===== src/rtl/frame_sequencer.sv =====
// rtl/frame_sequencer.sv - raster-scan frame controller with rgb2i + threshold pipeline
module frame_sequencer #(
    parameter int WIDTH   = 8,
    parameter int FRAME_W = 640,
    parameter int FRAME_H = 480,
    parameter int XW      = $clog2(FRAME_W),
    parameter int YW      = (FRAME_H > 1) ? $clog2(FRAME_H) : 1
) (
    input  logic             clk,
    input  logic             reset,
    input  logic             start,
    input  logic [WIDTH-1:0] thresh,
    output logic             busy,
    output logic             done,
    input  logic             in_valid,
    output logic             in_ready,
    input  logic [WIDTH-1:0] in_r,
    input  logic [WIDTH-1:0] in_g,
    input  logic [WIDTH-1:0] in_b,
    output logic             out_valid,
    input  logic             out_ready,
    output logic [WIDTH-1:0] out_bin,
    output logic [WIDTH-1:0] out_gray,
    output logic [XW-1:0]    out_x,
    output logic [YW-1:0]    out_y,
    output logic             out_sof,
    output logic             out_eol,
    output logic             out_eof
);

    localparam int              SW      = WIDTH + 2;
    localparam logic [WIDTH-1:0] PIX_MAX = '1;
    localparam logic [WIDTH-1:0] PIX_MIN = '0;
    localparam logic [XW-1:0]    X_LAST  = XW'(FRAME_W - 1);
    localparam logic [YW-1:0]    Y_LAST  = YW'(FRAME_H - 1);

    typedef enum logic [1:0] {
        ST_IDLE,
        ST_RUN,
        ST_DRAIN,
        ST_DONE
    } state_t;

    state_t           state_q, state_d;
    logic             start_ok;
    logic             advance;
    logic             s2_en;
    logic             accept;
    logic [WIDTH-1:0] thr_q;
    logic [XW-1:0]    x_q;
    logic [YW-1:0]    y_q;
    logic             s1_valid;
    logic [WIDTH-1:0] s1_gray;
    logic [XW-1:0]    s1_x;
    logic [YW-1:0]    s1_y;

    // Luma approximation 0.281R + 0.5625G + 0.094B from truncating shifts;
    // the sum never exceeds 234/255 of full scale, so the low WIDTH bits suffice.
    function automatic logic [WIDTH-1:0] rgb2i(input logic [WIDTH-1:0] r,
                                               input logic [WIDTH-1:0] g,
                                               input logic [WIDTH-1:0] b);
        logic [SW-1:0] sum;
        sum = SW'(r >> 2) + SW'(r >> 5) + SW'(g >> 1) + SW'(g >> 4)
            + SW'(b >> 4) + SW'(b >> 5);
        return sum[WIDTH-1:0];
    endfunction

    // Handshake qualifiers and frame-level next state.
    always_comb begin
        state_d  = state_q;
        start_ok = 1'b0;
        s2_en    = !out_valid || out_ready;
        advance  = !s1_valid || s2_en;
        in_ready = (state_q == ST_RUN) && advance;
        accept   = in_valid && in_ready;
        case (state_q)
            ST_IDLE: begin
                if (start) begin
                    state_d  = ST_RUN;
                    start_ok = 1'b1;
                end
            end
            ST_RUN: begin
                if (accept && (x_q == X_LAST) && (y_q == Y_LAST)) begin
                    state_d = ST_DRAIN;
                end
            end
            ST_DRAIN: begin
                if (out_valid && out_ready && out_eof) begin
                    state_d = ST_DONE;
                end
            end
            ST_DONE: begin
                state_d = ST_IDLE;
            end
            default: state_d = ST_IDLE;
        endcase
        busy = (state_q == ST_RUN) || (state_q == ST_DRAIN);
        done = (state_q == ST_DONE);
    end

    // State register.
    always_ff @(posedge clk) begin
        if (reset) begin
            state_q <= ST_IDLE;
        end else begin
            state_q <= state_d;
        end
    end

    // Per-frame threshold latch and raster position of the next accepted pixel.
    always_ff @(posedge clk) begin
        if (reset) begin
            thr_q <= '0;
            x_q   <= '0;
            y_q   <= '0;
        end else if (start_ok) begin
            thr_q <= thresh;
            x_q   <= '0;
            y_q   <= '0;
        end else if (accept) begin
            if (x_q == X_LAST) begin
                x_q <= '0;
                y_q <= (y_q == Y_LAST) ? '0 : y_q + 1'b1;
            end else begin
                x_q <= x_q + 1'b1;
            end
        end
    end

    // Stage 1: intensity plus position; empties into stage 2 or takes a new pixel.
    always_ff @(posedge clk) begin
        if (reset) begin
            s1_valid <= 1'b0;
            s1_gray  <= '0;
            s1_x     <= '0;
            s1_y     <= '0;
        end else if (advance) begin
            s1_valid <= accept;
            if (accept) begin
                s1_gray <= rgb2i(in_r, in_g, in_b);
                s1_x    <= x_q;
                s1_y    <= y_q;
            end
        end
    end

    // Stage 2: threshold and frame markers; data only moves on a real transfer so
    // the outputs hold while stalled or empty.
    always_ff @(posedge clk) begin
        if (reset) begin
            out_valid <= 1'b0;
            out_gray  <= '0;
            out_bin   <= '0;
            out_x     <= '0;
            out_y     <= '0;
            out_sof   <= 1'b0;
            out_eol   <= 1'b0;
            out_eof   <= 1'b0;
        end else if (s2_en) begin
            out_valid <= s1_valid;
            if (s1_valid) begin
                out_gray <= s1_gray;
                out_bin  <= (s1_gray > thr_q) ? PIX_MAX : PIX_MIN;
                out_x    <= s1_x;
                out_y    <= s1_y;
                out_sof  <= (s1_x == '0) && (s1_y == '0);
                out_eol  <= (s1_x == X_LAST);
                out_eof  <= (s1_x == X_LAST) && (s1_y == Y_LAST);
            end
        end
    end

endmodule


===== config.mk =====
export PLATFORM = sky130hd
export DESIGN_NAME = frame_sequencer
export DESIGN_NICKNAME = d
export VERILOG_FILES = /design/src/rtl/frame_sequencer.sv
export SDC_FILE = /design/constraint.sdc
export NUM_CORES = 1
export LEC_CHECK = 0
export BUFFER_PORTS_ARGS = -buffer_cell sky130_fd_sc_hd__clkbuf_2
export CORE_ASPECT_RATIO = 0.6
export CORE_MARGIN = 4
export CORE_UTILIZATION = 55
export DETAILED_ROUTE_END_ITERATION = 6
export GPL_TIMING_DRIVEN = 0
export MAX_ROUTING_LAYER = met4
export PLACE_DENSITY = 0.89
export RECOVER_POWER = 50
export SLEW_MARGIN = 20
export SYNTH_ARGS = -nofsm -noshare
export SYNTH_HDL_FRONTEND = slang
export SYNTH_SLANG_ARGS = --single-unit

===== constraint.sdc =====
create_clock -name clk -period 5.7 [get_ports clk]
set_input_delay 1.14 -clock clk [delete_from_list [all_inputs] [get_ports clk]]
set_output_delay 1.14 -clock clk [all_outputs]
set_load 0.02 [all_outputs]

# Yosys cells after proc, flatten, opt, wreduce, memory -nomap -nowiden
# Index checks and enable logic that the tools add are counted.
# classes
n_mul	0
n_mux	9
div_mod_pow	0
order_cmp	1
n_eq_ne	10
add_sub_neg	7
bitwise	0
reduce_logical	21
shift	0
# ops
operator	count
$eq 10x10->1 const B	2
$eq 9x9->1 const B	2
$add 8x4->8	2
$add 10x1->10 const B	1
$logic_not 10->1	1
$mux 10	1
$add 9x1->9 const B	1
$logic_not 9->1	1
$mux 9	1
$add 7x7->8	1
$add 8x3->8	1
$gt 8x8->1	1
$logic_and 1x1->1	8
$mux 8	1
$pmux 2 s4	1
$add 6x3->7	1
$mux 2	3
$ne 2x2->1 const B	3
$reduce_and 2->1	3
$eq 2x2->1 const B	2
$logic_or 1x1->1	3
$reduce_and 3->1	1
$eq 2x1->1 const B	1
$logic_not 1->1	2
other kinds (3)	4
# word_totals
romBits	0
latch_bits	0
ramBits	0
n_memories	0
register_bits	96
input_bits	37
wordCells	64

# Longest topological paths before layout
# depth
word_depth	9
mapped_depth	13
depth_no_buf	13

# Least setup slack after synthesis
# OpenSTA, ideal clock, no wires.
# synth_timing
path_kind	input -> register
start	in in_r[5]
end	reg s1_gray[7]
stages	12
slack_ps	1358
required_ps	5566
setup_ps	134
arrival_time_ps	4208
cell_sequence	inv_1 fa_1 inv_1 fa_1 inv_1 fa_1 inv_1 ha_1 a211oi_1 o21bai_1 and4_1 or4_1
# synth_via
elab_chain_cells	5
# synth_rtl
element	line	source
start, declared	17	input logic [WIDTH-1:0] in_r,
$add 6x3->7	63	sum = SW'(r >> 2) + SW'(r >> 5) + SW'(g >> 1) + SW'(g >> 4)
$add 7x7->8	63	
$add 8x4->8	63	
$add 8x4->8	64	+ SW'(b >> 4) + SW'(b >> 5);
$add 8x3->8	64	
end signal, assigned	141	s1_gray <= rgb2i(in_r, in_g, in_b);
end, declared	53	logic [WIDTH-1:0] s1_gray;
# No other way between the ends.
# A chain may end at the register's enable or synchronous reset.

# Final worst setup path
# Same ends and word-level chain as after synthesis.

==> key figures <==
Setup path
  • Crit path required time: between 5 and 6 ns
  • Critical Path AT: ~4.6 ns
  • Crit-path max FO: 2
  • Crit path kind: input port to flop
  • Crit. End Element: flop
  • Setup crit start kind: input port

Detailed routing
  • DR iter-0 viols: roughly 380
  • DRC: 0
  • Drt wl/cell: 16.31 um
  • Routed vias: between 4000 and 5000
  • Pre-antenna DRT Iters: 5
  • Via-to-Cell Ratio: 5.813
  • Total Wirelength: 12.23 mm
  • DRT antenna net count: 0

Die
  • Die height: a little under 80 um
  • Row cnt: 25
  • Starting density of the core: 0.5719
  • Die ar.: between 9000 and 10000 um2
  • # IOs: between 70 and 80
  • Die W: approximately 130 um
  • Core ar.: between 7000 and 8000 um2

CTS
  • CTS root buf: clkbuf_16
  • Clock Sinks: 89
  • Clock transition at path regs: about 0.070 ns
  • H-tree Lvls: 3
  • CTS Buffer Depth: 2
  • Postcts setup bufs: 0
  • CTS tree: built
  • CTS Buf Count: 9
  • # hold bufs at CTS: 0
  • Clock Latency Late Sink: ~0.34 ns
  • Post-CTS sizing: 0

Finish
  • Final nets: just over 700
  • Area Overhead vs Synth: 15.52%
  • Antenna Cells: 0
  • Post-route cell area: 5270 um2
  • Leading cell type in the layout, fill and taps excluded: nand2_1
  • Fraction of layout cells with a size suffix above 1: 0.09346
  • Most frequent cells in the layout: nand2_1 (125), dfxtp_1 (89), a21oi_1 (80)

Timing
  • Slew Limit Fails: 0
  • Final Hold Viols: 0
  • Worst clock skew: about 0.0079 ns
  • Final period util: 0.7607
  • Setup ws final: between 1 and 1.5 ns
  • Final worst path period need: about 4.3 ns
  • Max_slew headroom: 0.4814
  • RSZ-0062 raised after global routing: no
  • Least-Margin Pin Slew: roughly 0.77 ns
  • Final setup fails: 0
  • Setup TNS: 0 ns
  • Max Clock Freq: between 0.2 and 0.25 GHz

Synthesis
  • Post-synthesis cell count: between 500 and 600
  • Yosys warns: 0
  • Ys async rst share: 0
  • Number of synthesized flops with an enable pin: 0
  • Synthesized Nets: between 600 and 700
  • Register bit count reported by yosys: 89
  • Sequential area share after synthesis: 0.3906
  • Synthesized cell area: approximately 4600 um2
  • Most used DFF post-synth: dfxtp_1
  • Avg Inst Size Synth: between 8 and 9 um2
  • Yosys cell types: 49

Global routing
  • Vias in the first global route: ~4200
  • Total GRT Usage: 0.2591
  • Initial antenna violation count: 0
  • Largest net degree at the start of global routing: 17
  • Grt ovf: 0
  • Global-route wire length before repair: between 20 and 25 mm

Place
  • Dpl cell area: ~5000 um2
  • Final HPWL DP: 9.273 mm
  • Placer Congestion: slightly below 0.9
  • Port Buffers: between 60 and 70
  • Setup WS pre-CTS: around 1.0 ns

Run
  • Max_cap viols: 0

Power and ir drop
  • Pwr Total: around 1.8 mW
  • P_leak: 1.982 nW
  • Power Dens Cells: approximately 330 nW/um2
  • Peak supply drop: 0.0001499 V

Outcome
  • Status: completed

Min path
  • Hold Crit Class: flop to flop
## cells in the mapped netlist (2+ instances only)
master | number | area share
nand2_1 | 125 | 0.10
dfxtp_1 | 89 | 0.39
a21oi_1 | 80 | 0.088
inv_1 | 44 | 0.036
ha_1 | 27 | 0.074
clkbuf_1 | 21 | 0.017
nand3_1 | 16 | 0.018
nor2_1 | 16 | 0.013
fa_1 | 15 | 0.066
nand4_1 | 13 | 0.018
o21ai_0 | 8 | 0.0088
buf_4 | 7 | 0.012
xnor2_1 | 7 | 0.013
nor4_1 | 6 | 0.0082
buf_1 | 5 | 0.0041
nor2b_1 | 5 | 0.0069
nor3_1 | 5 | 0.0055
or3_1 | 5 | 0.0069
or4_1 | 5 | 0.0082
a211oi_1 | 4 | 0.0066
mux2i_1 | 4 | 0.0088
nand2b_1 | 4 | 0.0055
nor3b_1 | 4 | 0.0066
nor4b_1 | 4 | 0.0077
o31ai_1 | 4 | 0.0066
a21o_1 | 3 | 0.0049
and2_1 | 3 | 0.0041
and3_1 | 3 | 0.0041
buf_6 | 2 | 0.0049
nand3b_1 | 2 | 0.0033
nand4bb_1 | 2 | 0.0049
o311ai_0 | 2 | 0.0038
## through the flow
stage	instances	util	hold WS (ns)
6_report	750	0.6607	0.4608
5_1_grt	750	0.6607	0.4821
4_1_cts	750	0.6671	0.4591
3_5_place_dp	734	0.6322	0.4499
3_3_place_gp	734	0.6322	0.4431
2_1_floorplan	557	-	0.4363
## sequential cells by signal (all words and copies together), names as in the netlist, 9 cells and up
signal and flops:
y_q 9, out_y 9, out_x 10, x_q 10, s1_y 9, s1_x 10
## cell families after synthesis
family	after synthesis	share of synthesized area
mux	4	0.008777
fa+ha+maj	42	0.1399
flops	89	0.3906
simple gates	224	0.2364
xor+xnor	7	0.01344
buf+inv	80	0.07515
compound gates	111	0.1358
## routing by layer
layer	vias up	wire, um	GRT usage
li1	2055	-	-
met1	2025	5109	0.3389
met2	251	5380	0.3881
met3	29	1494	0.08090
met4	0	245	0.07792
met5	-	0	-
## critical path, cell delays in order
cell and delay (ns):
clkbuf_2 0.10, inv_1 0.08, fa_1 0.53, inv_1 0.06, fa_1 0.49, inv_1 0.05, fa_1 0.52, inv_1 0.07
ha_1 0.31, a211oi_1 0.35, o21bai_1 0.16, and4_1 0.21, or4_1 0.49
## report_power, final
group          internal, mW  switching, mW
clock network         0.300          0.253
logic                 0.193          0.326
registers             0.656         0.0346
## layout make-up
type	count	area [um2]
sequential	89	1782
clock inverter	6	50.05
inverter	44	165.2
buffer	36	170.2
clock buffer	10	229.0
timing repair buffer	69	301.5
multi-input combinational	388	2437
fill	674	2706
tap	108	135.1
## path summary, 6_finish.rpt
path	start	endpoint	slack [ns]	cells after the start
worst max register to register	state_q[1]	x_q[5]	3.18	8
worst min-delay path	out_x[7]	out_x[7]	0.46	2
worst min register to register	out_x[7]	out_x[7]	0.46	2
worst max-delay path	in_r[5]	s1_gray[7]	1.36	13
Power figures use the tool's default switching activity.
